File: config.mk
export PLATFORM = sky130hd
export DESIGN_NAME = register_file
export DESIGN_NICKNAME = d
export VERILOG_FILES = /design/src/rtl/register_file.sv
export SDC_FILE = /design/constraint.sdc
export NUM_CORES = 1
export LEC_CHECK = 0
export CAP_MARGIN = 20
export CORE_UTILIZATION = 50
export CTS_BUF_LIST = sky130_fd_sc_hd__clkbuf_4
export CTS_CLUSTER_DIAMETER = 40
export DETAILED_ROUTE_END_ITERATION = 16
export PLACE_DENSITY = 0.73
export SLEW_MARGIN = 10
export SYNTH_ARGS = -nofsm -noshare
export SYNTH_HDL_FRONTEND = slang
export SYNTH_SLANG_ARGS = --single-unit
File: constraint.sdc
create_clock -name CLK -period 1.29 [get_ports CLK]
set_clock_uncertainty 0.1 [all_clocks]
set_input_delay 0.1935 -clock CLK [delete_from_list [all_inputs] [get_ports CLK]]
set_output_delay 0.1935 -clock CLK [all_outputs]
set_load 0.02 [all_outputs]
File: src/rtl/register_file.sv
// Small register file for the 8-bit datapath: two combinational read ports,
// one clocked write port, and an immediate-load path that always lands in register 0.
module register_file #(
  parameter int numReg   = 2,
  parameter int dataSize = 8
) (
  input  logic                CLK,
  input  logic                Reset_n,
  input  logic [numReg-1:0]   srcA,
  input  logic [numReg-1:0]   srcB,
  input  logic [numReg-1:0]   WriteReg,
  input  logic                RegWriteCtrl,
  input  logic                LoadImm,
  input  logic [dataSize-1:0] WriteData,
  output logic [dataSize-1:0] ReadA,
  output logic [dataSize-1:0] ReadB
);

  localparam int NumEntries = 2 ** numReg;

  // Storage name and indexing are relied on by hierarchical preloads.
  logic [dataSize-1:0] registers   [0:NumEntries-1];
  logic [dataSize-1:0] registers_d [0:NumEntries-1];

  logic              wr_en_s;
  logic [numReg-1:0] wr_addr_s;

  // Write enable and destination select; immediate loads override WriteReg.
  always_comb begin
    wr_en_s = RegWriteCtrl | LoadImm;
    if (LoadImm) begin
      wr_addr_s = {numReg{1'b0}};
    end else begin
      wr_addr_s = WriteReg;
    end
  end

  // Next-state image of the file: at most one entry replaced per cycle.
  always_comb begin
    for (int i = 0; i < NumEntries; i++) begin
      registers_d[i] = registers[i];
    end
    if (wr_en_s) begin
      registers_d[wr_addr_s] = WriteData;
    end else begin
      registers_d[wr_addr_s] = registers[wr_addr_s];
    end
  end

  // State update; reset clears the whole file without waiting for a clock edge.
  always_ff @(posedge CLK or negedge Reset_n) begin
    if (!Reset_n) begin
      for (int i = 0; i < NumEntries; i++) begin
        registers[i] <= {dataSize{1'b0}};
      end
    end else begin
      for (int i = 0; i < NumEntries; i++) begin
        registers[i] <= registers_d[i];
      end
    end
  end

  // No write bypass: reads see the stored value until the edge that updates it.
  assign ReadA = registers[srcA];
  assign ReadB = registers[srcB];

endmodule

-- After elaboration in Yosys (flattened, before gate mapping)
Index checks and enable logic that the tools add are counted.
- bitwise gates (word level): 4
- muxes and demuxes: 15
- add/subtract/negate cells: 0
- div/mod/pow operators: 0
- shift-type cells: 0
- magnitude comparators: 4
- multiply operators: 0
- equal/unequal tests: 0
- reduce and logical (&&, ||, !) cells: 1
- operators with widths (operator ; number):
    32-bit bitwise mux ; 2
    8-bit 2-to-1 mux ; 7
    8-bit binary-select mux with 2-bit select ; 3
    32-bit 2-to-1 mux ; 1
    8-bit demux with 2-bit select ; 1
    3-bit >= comparator, second input constant ; 3
    2-bit NOT with 3-bit output ; 3
    3-bit by 1-bit less-than comparator with 1-bit output, second input constant ; 1
    2-bit 2-to-1 mux ; 1
    1-bit logical AND ; 1
    1-bit bitwise OR ; 1
- bits in read-only memories: 0
- bits in registers: 32
- memories: 0
- logic and storage cells: 28
- output and inout bits: 16
- input port bits: 18
- bits in latches: 0
- RAM bits: 0

-- Depth between registers and ports, before layout
- depth in word-level cells: 8
- depth in mapped cells: 4
- mapped depth without buffers: 2

-- Least setup slack after synthesis
Ideal clock, no wire load.
- path kind: input -> output
- from: in srcA[0]
- to: out ReadA[0]
- data arrival time: 0.990 ns
- buffers on the path: 1
- setup slack: 0.006 ns
- stages on the path: 2
- required time: 0.997 ns
- cell sequence: buf_2 > mux4_2
- longest elaborated chain between the ends: 4
- RTL lines (item ; line ; text):
    from (decl) ; 9 ; input logic [numReg-1:0] srcA,
    2-bit NOT with 3-bit output (implied by the code) ; 64 ; assign ReadA = registers[srcA];
    8-bit binary-select mux with 2-bit select ; 64 ;
    8-bit 2-to-1 mux (implied by the code) (2 in series) ; 64 ;
    to (decl) ; 15 ; output logic [dataSize-1:0] ReadA,
Every way passes these cells. The select of a mux whose other input is x is not followed.

-- Worst setup path after layout
- from: reg registers[4] in the netlist's numbering
- to: out ReadA[4]
- longest elaborated chain between the ends: 3
- RTL lines (item ; line ; text):
    from (decl) ; 22 ; logic [dataSize-1:0] registers [0:NumEntries-1];
    from (signal, indexed assignment) ; 54 ; registers[i] <= {dataSize{1'b0}};
    from (signal, indexed assignment) ; 58 ; registers[i] <= registers_d[i];
    8-bit binary-select mux with 2-bit select ; 64 ;
    8-bit 2-to-1 mux (implied by the code) (2 in series) ; 64 ;
Every way passes these cells. The select of a mux whose other input is x is not followed.

==> metrics.yaml <==
status: "complete, but fails checks"
violations: "setup timing"
crit_fanout: 3
gp_congestion: 0.7720
layout_common_cells: "buf_4 (33), dfrtp_1 (32), mux2_4 (24)"
core_um2: 3661
wire_per_inst_um: 18.38
grt_max_degree: 33
rr_startpoint: "registers[7]"
viasPerCell: 5.536
die_y_um: 63.70
fp.dieArea_um2: 4057
final.period_utilization_pct: 131.8
setup_viol: 16
yosys.area_share.adder_pct: 0
post-route-min-period_ns: 1.700
synth_top_family_by_area: "multiplexers"
clock-sinks: 32
netlist_area_um2: 1903
clk_latency_ns: 0.33
yosys.area_share.xor_xnor_pct: 0
hold_viol: 0
initial_core_util_pct: 51.98
io_buffers: 33
htreeDepth: 2
n_fill_cell: 253
die_x_um: 63.70
max_freq_mhz: 588.3
timing.rr.end: "registers[7]"
yosysWarnings: 0
layout_commonest_cell: "buf_4"
cts_made_buffers: 5
largest_reg_flops: 32
r2r_cells: 3
postCtsHoldBufs: 0
antenna_cells: 0
regMostFlops: "registers"
slew_violations: 0
grt_pass1_vias: 1411
maxCapViolations: 0
postPlaceCellArea_um2: 2531
grt_overflow: 0
pin_count: 34
top_regs: "registers x32"
tightestPinTransition_ns: 0.3018
drcViolationCount: 0
r2r_slack_ns: 0.19
rsz0062_at_grt: "true"
min_path_type: "primary input to asynchronous set/reset pin"
crit_required_ns: 1.00
p_leak_nw: 1.201
finalSetupTns_ns: -6.016
grt_pass1_wl_um: 7238
synth_simple_gate_area_share_pct: 12.82
grt_use_total_pct: 24.68
cts_tree: "built"
syn_nets: 137
num_rows: 22
arrival_ns: 1.41
area_growth_pct: 38.72
startpoint: "registers[4]"
finish.instance_area_um2: 2640
drive_above_1_share_pct: 56.61
clock-root-buffer: "clkbuf_4"
cts.clk_slew.worst_paths_ns: 0.10
synth_cells: 119
cp-start-kind: "register"
dr.pass1.iters: 2
synth_compound_area_share_pct: 3.156
ys_seq_elements: 32
drtIter0Drc: 30
totalWireLength_um: 4355
slew_headroom_pct: 79.85
ys_types: 15
postRouteAntennaNets: 0
synthMuxAreaShare_pct: 37.87
cts_buffer_depth: 2
post_synth.cell_area_avg_um2: 15.99
setup_slack_ns: -0.4098
vias: 1312
ir_drop_v: 0.0007374
antenna_found_initial: 0
power_density_nw_per_um2: 1212
dp_hpwl_um: 3226
synth-seq-area-share_pct: 42.08
critPathKind: "register to output pin"
timing.hold.ws_ns: 0.1191
utilization_pct: 72.11
preCtsSetupSlack_ns: -0.8955
layout.nets: 207
end_kind: "output pin"
## repair_timing
action                                  4_1_cts  5_1_grt
pin swaps                                     1        0
endpoints found under the setup margin       48       16
buffers inserted                              4        0
resized for setup                           109        0
gates cloned                                  0        0
## worst max-delay path by stage
stage | slack (ns) | cells past startpoint | to
floorplan | 0.006 | 2 | ReadA[0]
global placement | -0.88 | 4 | ReadA[4]
detailed placement | -0.90 | 4 | ReadA[6]
CTS | -0.42 | 2 | ReadA[4]
global route | -0.46 | 2 | ReadA[4]
finish | -0.41 | 2 | ReadA[4]
## cell usage after synthesis
cell,number,area (um^2)
o211ai_1,8,60.06
buf_6,3,33.78
and4bb_1,1,12.51
nor3b_2,1,12.51
nand4bb_1,8,90.09
buf_4,2,15.01
nand2b_1,8,50.05
clkbuf_1,1,3.750
nand2_1,8,30.03
buf_2,5,25.02
nand4b_4,1,23.77
dfrtp_1,32,800.8
mux4_2,16,360.4
mux2_4,24,360.4
nor4bb_4,1,25.02
## power by group
part / total (mW) / switching, mW / internal, mW
Combinational: 1.29 / 0.461 / 0.830
Clock: 0.559 / 0.338 / 0.222
Sequential: 1.35 / 0.153 / 1.20
Total: 3.20 / 0.951 / 2.25
## final cells by class
| cell class | instances | area [um^2] | share of cell area (%) |
|---|---|---|---|
| multi-input combinational | 76 | 1025 | 38.82 |
| sequential | 32 | 800.8 | 30.33 |
| timing repair buffer | 74 | 704.4 | 26.68 |
| tap | 48 | 60.06 | 2.275 |
| clock buffer | 6 | 45.04 | 1.706 |
| clock inverter | 1 | 5.005 | 0.1896 |
## stage by stage
stage / power [mW] / instances
final: 3.199 / 237
after global routing: 3.370 / 237
after CTS: 3.220 / 237
after detailed placement: 2.587 / 226
after global placement: 2.542 / 226
after floorplan: 2.032 / 119
## kinds of logic after synthesis
group | after synthesis
mux | 40
flops | 32
simple gates | 28
buf+inv | 11
compound gates | 8
## routing by layer
metal	up-vias	global-route usage [%]	routed length [um]	part of all wire [%]
met5	-	0	0	0
met4	0	6.534	48	1.1
met3	6	5.616	129	3.0
met2	28	40.43	2221	51
met1	677	32.86	1955	45
li1	601	-	-	-
## worst max-delay path: stages, from the launching register on
cell and delay [ns]:
dfrtp_1 0.42, mux4_2 0.50, buf_6 0.15
Note: power is estimated with default switching activity, not from simulation.
